File: config.mk
export PLATFORM = sky130hd
export DESIGN_NAME = conv1d_host_seq
export DESIGN_NICKNAME = d
export VERILOG_FILES = /design/src/rtl/conv1d_host_pkg.sv /design/src/rtl/conv1d_host_seq.sv
export SDC_FILE = /design/constraint.sdc
export NUM_CORES = 1
export LEC_CHECK = 0
export ABC_AREA = 1
export CAP_MARGIN = 20
export CORE_UTILIZATION = 30
export DETAILED_ROUTE_END_ITERATION = 6
export PLACE_DENSITY = 0.7
export SETUP_SLACK_MARGIN = 0.5
export SYNTH_ARGS = -nofsm -noshare
export SYNTH_HDL_FRONTEND = slang
export SYNTH_SLANG_ARGS = --single-unit
File: constraint.sdc
create_clock -name clk -period 1.8 [get_ports clk]
set_input_delay 0.27 -clock clk [delete_from_list [all_inputs] [get_ports clk]]
set_output_delay 0.27 -clock clk [all_outputs]
set_load 0.005 [all_outputs]
File: src/rtl/conv1d_host_pkg.sv
// Shared definitions for the conv1d host sequencer: FSM state encoding and the
// default memory map that the accelerator datapath also uses.
package conv1d_host_pkg;

  typedef enum logic [3:0] {
    ST_IDLE,
    ST_LOAD,
    ST_KICK,
    ST_WAIT_RUN,
    ST_WAIT_DONE,
    ST_RD_REQ,
    ST_RD_CAP,
    ST_RD_OUT,
    ST_FINISH
  } state_t;

  localparam int MEM_DATA_W   = 32;
  localparam int MEM_ADDR_W   = 10;
  localparam int MEM_KER_LEN  = 20;
  localparam int MEM_IN_LEN   = 147;
  localparam int MEM_OUT_LEN  = 128;
  localparam int MEM_KER_BASE = 0;
  localparam int MEM_IN_BASE  = 32;
  localparam int MEM_OUT_BASE = 512;
  localparam int MEM_TIMEOUT  = 4096;

endpackage

File: src/rtl/conv1d_host_seq.sv
// Host-side sequencer: loads kernel/input words through the external memory port,
// kicks the conv1d accelerator, then streams the output region back to the MCU.
module conv1d_host_seq
  import conv1d_host_pkg::*;
#(
  parameter int DATA_W   = MEM_DATA_W,
  parameter int ADDR_W   = MEM_ADDR_W,
  parameter int KER_LEN  = MEM_KER_LEN,
  parameter int IN_LEN   = MEM_IN_LEN,
  parameter int OUT_LEN  = MEM_OUT_LEN,
  parameter int KER_BASE = MEM_KER_BASE,
  parameter int IN_BASE  = MEM_IN_BASE,
  parameter int OUT_BASE = MEM_OUT_BASE,
  parameter int TIMEOUT  = MEM_TIMEOUT
) (
  input  logic              clk,
  input  logic              rst_n,
  input  logic              i_cmd_start,
  output logic              o_busy,
  output logic              o_job_done,
  output logic              o_error,
  input  logic              i_ld_valid,
  output logic              o_ld_ready,
  input  logic [DATA_W-1:0] i_ld_data,
  output logic              o_res_valid,
  input  logic              i_res_ready,
  output logic [DATA_W-1:0] o_res_data,
  output logic              o_acc_start,
  input  logic              i_acc_running,
  input  logic              i_acc_done,
  input  logic              i_acc_ext_sel,
  output logic              o_ext_req,
  output logic              o_ext_we,
  output logic [ADDR_W-1:0] o_ext_addr,
  output logic [DATA_W-1:0] o_ext_wdata,
  input  logic [DATA_W-1:0] i_ext_rdata
);

  localparam int NWORDS = KER_LEN + IN_LEN;
  localparam int WCNT_W = $clog2(NWORDS + 1);
  localparam int TCNT_W = $clog2(TIMEOUT + 1);
  localparam int KCNT_W = $clog2(OUT_LEN + 1);

  state_t              r_state, w_next;
  logic [WCNT_W-1:0]   r_wcnt;
  logic [TCNT_W-1:0]   r_tcnt;
  logic [KCNT_W-1:0]   r_k;
  logic [DATA_W-1:0]   r_res_data;
  logic                r_error;

  logic                w_ld_fire, w_last_word, w_done_ok, w_timeout, w_last_res;
  logic [ADDR_W-1:0]   w_ld_addr, w_rd_addr;

  assign w_ld_fire   = (r_state == ST_LOAD) && i_ld_valid && i_acc_ext_sel;
  assign w_last_word = (r_wcnt == WCNT_W'(NWORDS - 1));
  // Done is only trusted once running has dropped and the memory is ours again;
  // a stale done from the previous job is filtered by passing WAIT_RUN first.
  assign w_done_ok   = i_acc_done && !i_acc_running && i_acc_ext_sel;
  assign w_timeout   = (r_tcnt == TCNT_W'(TIMEOUT - 1)) &&
                       (((r_state == ST_WAIT_RUN) && !i_acc_running) ||
                        ((r_state == ST_WAIT_DONE) && !w_done_ok));
  assign w_last_res  = (r_k == KCNT_W'(OUT_LEN - 1));

  assign w_ld_addr = (r_wcnt < WCNT_W'(KER_LEN))
                   ? ADDR_W'(KER_BASE) + ADDR_W'(r_wcnt)
                   : ADDR_W'(IN_BASE) + ADDR_W'(r_wcnt) - ADDR_W'(KER_LEN);
  assign w_rd_addr = ADDR_W'(OUT_BASE) + ADDR_W'(r_k);

  always_ff @(posedge clk or negedge rst_n) begin
    if (!rst_n) r_state <= ST_IDLE;
    else        r_state <= w_next;
  end

  always_comb begin
    w_next = r_state;
    case (r_state)
      ST_IDLE:      if (i_cmd_start) w_next = ST_LOAD;
      ST_LOAD:      if (w_ld_fire && w_last_word) w_next = ST_KICK;
      ST_KICK:      w_next = ST_WAIT_RUN;
      ST_WAIT_RUN:  if (i_acc_running) w_next = ST_WAIT_DONE;
                    else if (w_timeout) w_next = ST_IDLE;
      ST_WAIT_DONE: if (w_done_ok) w_next = ST_RD_REQ;
                    else if (w_timeout) w_next = ST_IDLE;
      ST_RD_REQ:    if (i_acc_ext_sel) w_next = ST_RD_CAP;
      ST_RD_CAP:    w_next = ST_RD_OUT;
      ST_RD_OUT:    if (i_res_ready) w_next = w_last_res ? ST_FINISH : ST_RD_REQ;
      ST_FINISH:    w_next = ST_IDLE;
      default:      w_next = ST_IDLE;
    endcase
  end

  always_comb begin
    o_busy      = (r_state != ST_IDLE);
    o_job_done  = 1'b0;
    o_ld_ready  = 1'b0;
    o_res_valid = 1'b0;
    o_acc_start = 1'b0;
    o_ext_req   = 1'b0;
    o_ext_we    = 1'b0;
    o_ext_addr  = '0;
    o_ext_wdata = '0;
    case (r_state)
      ST_LOAD: begin
        o_ld_ready = i_acc_ext_sel;
        if (w_ld_fire) begin
          o_ext_req   = 1'b1;
          o_ext_we    = 1'b1;
          o_ext_addr  = w_ld_addr;
          o_ext_wdata = i_ld_data;
        end
      end
      ST_KICK, ST_WAIT_RUN: o_acc_start = 1'b1;
      ST_RD_REQ: begin
        if (i_acc_ext_sel) begin
          o_ext_req  = 1'b1;
          o_ext_addr = w_rd_addr;
        end
      end
      ST_RD_OUT: o_res_valid = 1'b1;
      ST_FINISH: o_job_done  = 1'b1;
      default: ;
    endcase
  end

  always_ff @(posedge clk or negedge rst_n) begin
    if (!rst_n) begin
      r_wcnt     <= '0;
      r_tcnt     <= '0;
      r_k        <= '0;
      r_res_data <= '0;
      r_error    <= 1'b0;
    end else begin
      case (r_state)
        ST_IDLE: begin
          if (i_cmd_start) begin
            r_wcnt  <= '0;
            r_tcnt  <= '0;
            r_k     <= '0;
            r_error <= 1'b0;
          end
        end
        ST_LOAD:      if (w_ld_fire) r_wcnt <= r_wcnt + WCNT_W'(1);
        ST_WAIT_RUN, ST_WAIT_DONE: begin
          r_tcnt <= r_tcnt + TCNT_W'(1);
          if (w_timeout) r_error <= 1'b1;
        end
        ST_RD_CAP:    r_res_data <= i_ext_rdata;
        ST_RD_OUT:    if (i_res_ready) r_k <= r_k + KCNT_W'(1);
        default: ;
      endcase
    end
  end

  assign o_error    = r_error;
  assign o_res_data = r_res_data;

endmodule
; ---- Yosys cells after proc, flatten, opt, wreduce, memory -nomap -nowiden
; Index checks and enable logic that the tools add are counted.
; Widths: inputs -> output; s select.
[word_totals]
rom_bits = 0
output_inout_bits = 82
inputBits = 72
ram_bits = 0
memories = 0
latchBits = 0
reg_bits = 66
[classes]
addsub = 6
shifts = 0
div = 0
reduce_logical = 23
n_mux = 33
bitwise = 0
multipliers = 0
n_eq_ne = 17
order_cmp = 1
[op_table]
columns = cell, count
row1 = $mux 32, 2
row2 = $mux 4, 8
row3 = $pmux 4 s8, 1
row4 = $pmux 8 s2, 2
row5 = $mux 10, 3
row6 = $pmux 13 s2, 1
row7 = $mux 8, 3
row8 = $pmux 10 s2, 1
row9 = $add 8x1->8 const B, 2
row10 = $eq 4x3->1 const B, 4
row11 = $add 13x1->13 const B, 1
row12 = $eq 13x12->1 const B, 1
row13 = $mux 13, 1
row14 = $add 10x8->10 const A, 1
row15 = $ne 2x2->1 const B, 5
row16 = $sub 9x5->10 const B, 1
row17 = $add 6x8->9 const A, 1
row18 = $mux 1, 9
row19 = $reduce_and 3->1, 3
row20 = $eq 4x2->1 const B, 2
row21 = $eq 8x7->1 const B, 1
row22 = $eq 8x8->1 const B, 1
row23 = $logic_and 1x1->1, 8
row24 = $lt 8x5->1 const B, 1
row25 = 12 further kinds, 17

; ---- Longest topological paths before layout
; Gate-level depths: netlist of the first run.
[depth]
word_depth = 10
depth_mapped = 11

; ---- Worst setup path after synthesis of the first run
; OpenSTA, ideal clock, no wires.
[synth_timing]
kind = flip-flop to output port
from = reg r_state[2]
to = out o_ext_wdata[10]
required_ps = 1530
arrival_time_ps = 1302
n_path_buf = 2
stages_incl_launch_ff = 8
path_slack_ps = 228
cell_sequence = dfrtp_1 > nor2_4 > nand2_2 > nor2_4 > nand2_2 > buf_6 > buf_12 > nor2_4
[synth_via]
elab_chain_cells = 5
[synth_lines]
columns = item, line
row1 = start: declaration, conv1d_host_seq.sv:44  ; state_t r_state, w_next;
row2 = start signal: assignment, conv1d_host_seq.sv:71  ; else r_state <= w_next;
row3 = $eq 4x1->1 (*), "conv1d_host_seq.sv:54, conv1d_host_seq.sv:102"
row4 = $logic_and 1x1->1 (2 in series), conv1d_host_seq.sv:54  ; assign w_ld_fire = (r_state == ST_LOAD) && i_ld_valid && i_acc_ext_sel;
row5 = $mux 32, conv1d_host_seq.sv:105  ; if (w_ld_fire) begin
row6 = $mux 32 (*), conv1d_host_seq.sv:102  ; case (r_state)
row7 = end: declaration, conv1d_host_seq.sv:35  ; output logic [DATA_W-1:0] o_ext_wdata,
; Mark *: on every way between the ends. The rest lies on a longest branch, timed or not.

; ---- Worst setup path in the final report of the first run
[layout_timing]
from = reg r_state[2]
to = out o_ext_wdata[3]
; Same word-level chain as after synthesis.

==> results of run 1 <==
[critical path: stages (launching register included)]
cell       delay (ns)
dfrtp_2          0.44
nor2_4           0.15
nand2_4          0.07
nor2_4           0.17
nand2_8          0.11
clkbuf_16        0.18
buf_12           0.13
buf_4            0.13
nor2_4           0.06
clkbuf_2         0.11
[cells in the final DEF, fill, tap and decap left out, types with 23 or more instances in the layout]
master / netlist / layout
buf_4: 0 / 53
buf_6: 2 / 42
clkbuf_2: 0 / 23
clkdlybuf4s50_1: 0 / 70
dfrtp_1: 66 / 62
dlymetal6s2s_1: 0 / 30
inv_1: 78 / 70
nand2_1: 181 / 152
nor2_1: 37 / 30
nor2_4: 32 / 42
[cells by family (layout without fill, tap and decap cells)]
logic type,count (synthesis),in the layout,share of synthesized area (%)
flip-flops,66,66,40.6
adder cells (fa/ha/maj),7,7,2.15
AND/OR/NAND/NOR,313,313,38.1
AO/OA/AOI/OAI,50,50,6.77
buffers and inverters,96,360,10.6
XOR/XNOR,8,8,1.72
[worst min path at each step]
stage                           to            start
finish              o_res_data[11]   o_res_data[11]
global route        o_res_data[27]  i_ext_rdata[27]
global placement    o_res_data[20]            rst_n
floorplan                  o_error            rst_n
CTS                 o_res_data[23]  i_ext_rdata[23]
detailed placement  o_res_data[20]            rst_n
[per-stage QoR]
stage / area [um2] / hold slack [ns] / total power, mW
3_3_place_gp: 6160 / 0.321 / 5.44
3_5_place_dp: 6160 / 0.324 / 5.47
5_1_grt: 7520 / 0.480 / 9.14
4_1_cts: 6790 / 0.466 / 7.83
6_report: 7520 / 0.463 / 8.62
2_1_floorplan: 4160 / -0.0256 / 3.77
[power breakdown]
part | switching (mW) | internal (mW) | total [mW]
sequential | 0.345 | 1.95 | 2.30
combinational | 2.09 | 2.39 | 4.48
clock | 0.644 | 1.20 | 1.85
total | 3.08 | 5.54 | 8.62
[Yosys cell counts, drive strengths merged, types with 3 or more instances]
cell and n:
nand2 187, inv 84, nor2 76, dfrtp 66, o21ai 31, nand3 29
nand4 14, buf 9, a21oi 8, xor2 8, ha 7, o22ai 6
nor3 5, clkbuf 3, o31ai 3
[flip-flops by register name, summed over array words and instances, names as in the netlist]
signal      cells
o_error         1
o_res_data     32
r_k             8
r_state         4
r_tcnt         13
r_wcnt          8
[cell type report]
type | instances | share of cell area, %
timing repair buffer | 260 | 33.5
multi-input combinational | 378 | 32.5
sequential | 66 | 22.0
inverter | 84 | 4.84
clock buffer | 10 | 3.04
tap | 176 | 2.93
clock inverter | 5 | 1.06
timing repair inverter | 1 | 0.0832
[routing by layer]
metal  global-route usage [%]  vias up
met1                     20.0     2008
met2                     27.5      177
met4                     5.46        0
met3                     5.26       21
li1                         -     2204
met5                        0        -
[repair_timing]
item,CTS,global route
hold buffers,1,0
setup buffers,17,42
endpoints found under the setup margin,148,144
pin swaps,25,42
gates resized for setup,139,201
gates cloned,0,4
endpoints found under the hold margin,66,0
==> metrics.txt, run 1 <==
Final Hold Fails 0; syn_nets 619; register area 0.00166 mm2; CP Data Required Time around 1.5 ns; Rows 42; GRT Util Overall 16.5%; wire length after detailed routing 12.7 mm; wire length on met1 5.21 mm; fin util between 50% and 60%; core area roughly 0.013 mm2; largest net degree at the start of global routing 67; Yosys reg bits 66; Yosys top cell by area dfrtp_1; initial antenna violation count 0; die height 118 um; Inst Count DP 901; CP arrival 1.89 ns; First-pass DRT Iterations 4; area of the mapped netlist 0.00407 mm2; overall die width 118 um; CTS Sinks 66; f_max 0.462 GHz; Mapped Cells 540; global-route wire length before repair 18.6 mm; Reg clk slew, reported paths around 0.060 ns; violated checks negative setup slack; sequential share of the synthesized area 40.6%; Worst slew margin 69.4%; H-tree levels 3; share of cells above drive strength 1 37.7%; worst reg-to-reg path cell count 15; final setup fails 57; routed via count 4410; Final nets 879; final cell count without fillers 980; Setup WS pre-CTS -0.445 ns; Critical Path End o_ext_wdata[3]; Max Cap Violations 0; hpwl dp 8.06 mm; GRT Residual Overflow 0; RSZ-0062 raised after global routing yes; Post-synth EDFFs 0; CTS buffer count 9; count of cell types in the netlist 30; I/O Pins 154; Post-synth ARST share 100%; DR WL met2 just over 6 mm; Root Driver clkbuf_16; nature of the critical path endpoint output pin; Area Overhead vs Synth 84.9%; area of the multi-input gates 0.00245 mm2; Worst Slack Setup Final -0.363 ns; Leakage 3.83 nW; Starting Density 30.7%; clk buf depth 2; WS Path Type reg -> out; hold path cells 2; top cells by area, synth dfrtp_1, nand2_1, nor2_4, inv_1, nand3_1; Top Metal Used met4; vias in the first global route 3959; worst slew pin tran between 0.4 and 0.5 ns; Top FF cell, synth dfrtp_1; CP max FO 8; die area about 0.014 mm2; yosys warns 0; Setup TNS -12.47 ns; TritonCTS clock tree done; drc violations 0; worst vdd ir 0.000814 V; Final ANT Viol Nets 0; ant diodes 0; port buffer count approximately 150; Clock Latency Late Sink 0.33 ns; syn_area_per_cell between 7 and 8 um2; Worst R2R End r_k[4]; initial drt markers 200; fin. max-slew vios 0; routed vias/inst 4.50; PwrDens between 1000 and 1500 mW/mm2; CP Launch Point r_state[2]; crit share post-route 120%; reg2reg start r_state[2]; Tightest Hold Check Type reg -> reg; Detail Route met3 WL 991 um; fill count 1150; clk_skew between 0.004 and 0.005 ns; WL/cell 12.9 um; routability cong. 0.802; post-synth top area share 40.6%; setup slack, reg-to-reg -0.12 ns; post-layout min period 2.16 ns; status finished, violations left; Critical Path Source Type flip-flop
Power figures use the tool's default switching activity.
==> run 2: changes to the inputs <==
--- a/config.mk
+++ b/config.mk
@@ -9,7 +9,7 @@
 export CAP_MARGIN = 20
 export CORE_UTILIZATION = 30
 export DETAILED_ROUTE_END_ITERATION = 6
-export PLACE_DENSITY = 0.7
+export PLACE_DENSITY = 0.72
 export SETUP_SLACK_MARGIN = 0.5
 export SYNTH_ARGS = -nofsm -noshare
 export SYNTH_HDL_FRONTEND = slang
==> constraint.sdc (replaced) <==
create_clock -name clk -period 1.9 [get_ports clk]
set_input_delay 0.285 -clock clk [delete_from_list [all_inputs] [get_ports clk]]
set_output_delay 0.285 -clock clk [all_outputs]
set_load 0.005 [all_outputs]
==> run 2 against run 1 <==
The run still ends with negative setup slack left. Clock power decreased by 18%. Sequential power down 6%. Critical endpoint is now o_ext_wdata[24]. First-iteration DRC count grew 1.0%. Die area stayed put. Sequential cell count is the same. Largest power group unchanged. Hold slack got worse by 0.0034 ns. Combinational power is essentially flat. Worst setup slack gained 0.17 ns. Non-clock buffer count grew 18. Utilization grew 1.3 points.
==> metrics.txt, run 2 (synthesis results as in run 1) <==
area of the multi-input gates between 0.002 and 0.003 mm2; clk_skew 0.00804 ns; ant diodes 0; Tightest Hold Check Type in -> async; routed vias/inst 4.63; CP max FO 8; clk buf depth 2; most frequent cells in the layout nand2_1, inv_1, clkdlybuf4s50_1; most common cell after layout, fill and taps aside nand2_1; cell family with most CP delay simple AND/OR/NAND/NOR gates; RSZ-0062 raised after global routing yes; status finished, violations left; Clock power frac 18.5%; violated checks negative setup slack; vias in the first global route 4701; initial drt markers 202; wire length after detailed routing about 15 mm; Largest stage delay, worst path about 0.44 ns; GRT Util Overall about a fifth; global-route wire length before repair 22.4 mm; Setup TNS -7.91 ns; Area Overhead vs Synth 89.1%; Critical Path Source Type flip-flop; WL/cell 14.6 um; PwrDens ~1100 mW/mm2; die area around 0.014 mm2; register area 0.00165 mm2; core area 0.0132 mm2; Final Hold Fails 0; Leakage 3.75 nW; Max Cap Violations 0; Hold WS roughly 0.46 ns; max reg flops 32; Worst R2R End r_state[2]; Setup WS pre-CTS -0.415 ns; final setup fails 89; WS Path Type reg -> out; worst vdd ir 0.000658 V; Power Total around 8.1 mW; hpwl dp 8.49 mm; share of cells above drive strength 1 39.9%; Worst path depth 8; drc violations 0; post-layout min period 2.09 ns; Final nets 898; CP Launch Point r_state[3]; CP dominant cell by count nor2_4; reg2reg start r_state[3]; nature of the critical path endpoint output pin; Inst Count DP about 900; CTS buffer count 9; Reg power frac 26.5%; combinational fraction of design power 55.0%; CP arrival roughly 1.8 ns; die height approximately 120 um; Root Driver clkbuf_16; crit share post-route 110%; Clock Latency Late Sink 0.34 ns; f_max roughly 0.48 GHz; worst reg-to-reg path cell count 16; fill count 1078; TritonCTS clock tree done; routability cong. 0.874; Worst slew margin 63.8%; slowest cell on the critical path dfrtp_2; I/O Pins approximately 150; CTS Sinks 66; port buffer count around 150; First-pass DRT Iterations 4; NetSw 3.10 mW; initial antenna violation count 0; Reg clk slew, reported paths roughly 0.060 ns; setup slack, reg-to-reg -0.09 ns; Rows 42; Critical Path End o_ext_wdata[24]; buffers and inverters on the worst path 3; dpl cell area 0.00609 mm2; overall die width 118 um; largest net degree at the start of global routing 40; routed via count around 4600; GRT Residual Overflow 0; Pint 5.03 mW; final cell count without fillers 1000; Critical Path, Cell by Cell nor2_4 > nand2_4 > nor2_4 > nand2_8 > buf_16 > buf_6 > nor2_4 > buf_2; CP Data Required Time 1.62 ns; post-route cell area 0.00769 mm2; fin. max-slew vios 0; H-tree levels 3; worst slew pin tran roughly 0.54 ns; fin util between 50 and 60%; switching share of power 38.1%; Final ANT Viol Nets 0; Worst Slack Setup Final -0.193 ns; Starting Density 30.7%
run 2: changes by cell type in the layout (fill, tap and decap cells not counted), moves of 4 or more:
cell / before / now
buf_2: 22 / 43
dlygate4sd2_1: 3 / 34
clkbuf_2: 23 / 0
nand2_2: 15 / 23
buf_12: 6 / 10
buf_6: 42 / 55
buf_16: 1 / 6
nand2_1: 152 / 146
dlymetal6s2s_1: 30 / 0
run 2: layout make-up:
cell class / count / share of cell area, %
clock inverters: 6 / 0.569
repair buffers: 278 / 34.8
inverters: 84 / 4.64
clock buffers: 10 / 2.98
multi-input cells: 379 / 32.5
flip-flops and latches: 66 / 21.5
well taps: 176 / 2.86
repair inverters: 1 / 0.0976
run 2: worst min path at each step:
stage | end | depth (start not counted)
2_1_floorplan | o_error | 0
3_3_place_gp | o_res_data[12] | 1
3_5_place_dp | o_res_data[12] | 1
4_1_cts | o_res_data[22] | 2
5_1_grt | o_res_data[31] | 2
6_report | o_res_data[12] | 2
run 2: worst register-to-register path: stages, from the launching register on:
cell and delay (ns):
dfrtp_2 0.44, buf_4 0.15, buf_6 0.10, buf_6 0.10, buf_4 0.13, inv_4 0.06
nand2_4 0.07, nor2_8 0.19, buf_6 0.13, buf_6 0.09, buf_6 0.10, nand2_2 0.06
nand2_1 0.07, nor2_1 0.04, nand2_1 0.08, nand2_1 0.05, nand2_1 0.07
run 2: what timing repair did:
action | CTS | global route
cloned | 8 | 0
endpoints found under the setup margin | 148 | 115
hold buffers | 1 | 0
pin swaps | 31 | 34
endpoints found under the hold margin | 22 | 0
gates resized for setup | 344 | 73
buffers inserted | 55 | 21
run 2: power by group through the flow:
stage | Sequential (mW) | Combinational, mW | Clock, mW
after floorplan | 2.17 | 1.36 | 0
final | 2.16 | 4.47 | 1.51
after detailed placement | 2.13 | 2.97 | 0
after global placement | 2.13 | 2.92 | 0
after CTS | 2.12 | 3.91 | 1.53
after global routing | 2.22 | 4.84 | 1.59
run 2: per-layer routing:
metal	part of all wire (%)	GRT usage (%)
met5	0	0
met4	2.5	7.99
met3	7.7	5.45
met2	52	35.4
met1	38	23.1
==> run 3: changes to the inputs <==
--- a/config.mk
+++ b/config.mk
@@ -8,6 +8,7 @@
 export ABC_AREA = 1
 export CAP_MARGIN = 20
 export CORE_UTILIZATION = 30
+export CTS_CLUSTER_DIAMETER = 40
 export DETAILED_ROUTE_END_ITERATION = 6
 export PLACE_DENSITY = 0.72
 export SETUP_SLACK_MARGIN = 0.5
==> constraint.sdc (replaced) <==
create_clock -name clk -period 1.9 [get_ports clk]
set_input_delay 0.285 -clock clk [delete_from_list [all_inputs] [get_ports clk]]
set_output_delay 0.285 -clock clk [all_outputs]
set_load 0.02 [all_outputs]
==> run 3 against run 2 <==
The flow still finishes with violations (negative setup slack). Utilization shrank 3.3 points. Highest routed layer unchanged. Largest cell class is now multi-input combinational cells. Sequential share of layout area up 1.3 points. Via count is 5.8% lower.
==> metrics.txt, run 3 (synthesis results as in run 1) <==
cell family with most CP delay simple AND/OR/NAND/NOR gates; Inst Count DP around 900; routability cong. between 0.8 and 0.9; largest net degree at the start of global routing 67; hold_sp o_res_data[28]; overall die width 118 um; dpl cell area 0.00614 mm2; f_max 0.498 GHz; reg2reg start r_state[3]; vias in the first global route 4302; worst slew pin tran 0.459 ns; post-layout min period 2.01 ns; worst vdd ir 0.000805 V; port buffer count 153; Critical Path End o_ext_addr[0]; status finished, violations left; setup slack, reg-to-reg roughly 0.14 ns; CP Launch Point r_state[1]; Rows 42; Worst R2R End r_k[3]; CTS buffer count 9; WL/cell 13.2 um; GRT Residual Overflow 0; Tightest Hold Check Type reg -> reg; Area Overhead vs Synth 78.4%; Root Driver clkbuf_16; Power Total 7.89 mW; Setup WS pre-CTS -0.457 ns; TritonCTS clock tree done; core area 0.0132 mm2; Reg clk slew, reported paths 0.05 ns; wire length after detailed routing 12.6 mm; drc violations 0; die area 0.0140 mm2; Largest stage delay, worst path between 0.4 and 0.5 ns; CP arrival approximately 1.7 ns; violated checks negative setup slack; final setup fails 43; I/O Pins between 150 and 200; global-route wire length before repair between 20 and 25 mm; fin. max-slew vios 0; initial antenna violation count 2; Worst slew margin 69.2%; RSZ-0062 raised after global routing yes; Worst path depth 8; H-tree levels 3; PwrDens between 1000 and 1500 mW/mm2; Final nets 850; Final Hold Fails 0; Clock Latency Late Sink 0.32 ns; die height 118 um; Final ANT Viol Nets 0; nature of the critical path endpoint output pin; Critical Path, Cell by Cell nor2_4 > nand2_4 > nor2_4 > nand2_4 > buf_12 > buf_8 > o22ai_4 > buf_6; most frequent cells in the layout nand2_1, inv_1, clkdlybuf4s50_1; Leakage 3.45 nW; CP max FO 7; routed via count 4361; initial drt markers 235; slowest cell on the critical path dfrtp_1; buffers and inverters on the worst path 3; CP Data Required Time between 1.5 and 2 ns; CTS Sinks 66; Worst Slack Setup Final -0.106 ns; most common cell after layout, fill and taps aside nand2_1; Starting Density 30.7%; max reg flops 32; WS Path Type reg -> out; clk buf depth 2; hpwl dp between 8 and 9 mm; worst reg-to-reg path cell count 13; Max Cap Violations 0; share of cells above drive strength 1 33.7%; Critical Path Source Type flip-flop; final cell count without fillers ~950; clk_skew 0.00523 ns; routed vias/inst 4.58; GRT Util Overall 18.4%; post-route cell area 0.00725 mm2; crit share post-route 106%; First-pass DRT Iterations 5
==> run 3: cell count changes in the layout (fill, tap and decap cells not counted), sizes merged <==
cell and change:
buf -49, bufbuf +2, clkbuf -1, clkdlybuf4s50 +1, clkinv +1, clkinvlp -2
diode +1, dlygate4sd2 -1, inv +1, nand2 -1
==> run 3: routing by layer <==
| layer | wire (um) | track usage [%] | vias to the layer above |
|---|---|---|---|
| met2 | 6220 | 33.2 | 210 |
| met3 | 1040 | 5.16 | 19 |
| met1 | 5090 | 20.8 | 1992 |
| met4 | 231 | 6.17 | 0 |
| li1 | - | - | 2140 |
| met5 | 0 | 0 | - |
==> run 3: metrics by stage <==
step	util (%)	TNS, ns	hold slack (ns)
detailed placement	46.4	-17.19	0.332
finish	54.8	-3.38	0.462
global route	54.8	-6.23	0.486
global placement	46.4	-16.62	0.332
CTS	52.8	-3.53	0.466
floorplan	-	0	-0.0106
==> run 3: timing repair <==
action / 4_1_cts / 5_1_grt
resized for setup: 370 / 70
cloned: 6 / 0
hold buffers: 1 / 0
setup buffers: 22 / 10
pin swaps: 25 / 21
setup endpoints to repair: 148 / 115
endpoints found under the hold margin: 66 / 0
==> run 3: power by group <==
part	total [mW]	internal, mW	leakage, nW	switching (mW)
combinational	4.31	1.86	2.49	2.45
clock	1.46	0.864	0.127	0.596
sequential	2.12	1.85	0.841	0.276
total	7.89	4.57	3.45	3.32
==> run 3: worst min-delay path by stage <==
stage / endpoint / slack (ns) / cells past startpoint
after CTS: o_res_data[9] / 0.47 / 2
after global placement: o_res_data[6] / 0.33 / 2
after global routing: o_res_data[9] / 0.49 / 2
final: o_res_data[28] / 0.46 / 2
after floorplan: o_error / -0.01 / 0
after detailed placement: o_res_data[6] / 0.33 / 2
==> run 3: tightest hold or removal path, cell delays in order, from the launching register on <==
cell and delay (ns):
dfrtp_1 0.33, nand2_1 0.05, nand2_1 0.05
==> run 3: cell type report <==
class                   count  area [um2]
fillers                  1175        5990
multi-input cells         378        2420
repair buffers            231        2350
flip-flops and latches     66        1650
inverters                  84         347
clock buffers               9         225
well taps                 176         220
clock inverters             6        35.0
repair inverters            1        7.51
diodes                      1        2.50
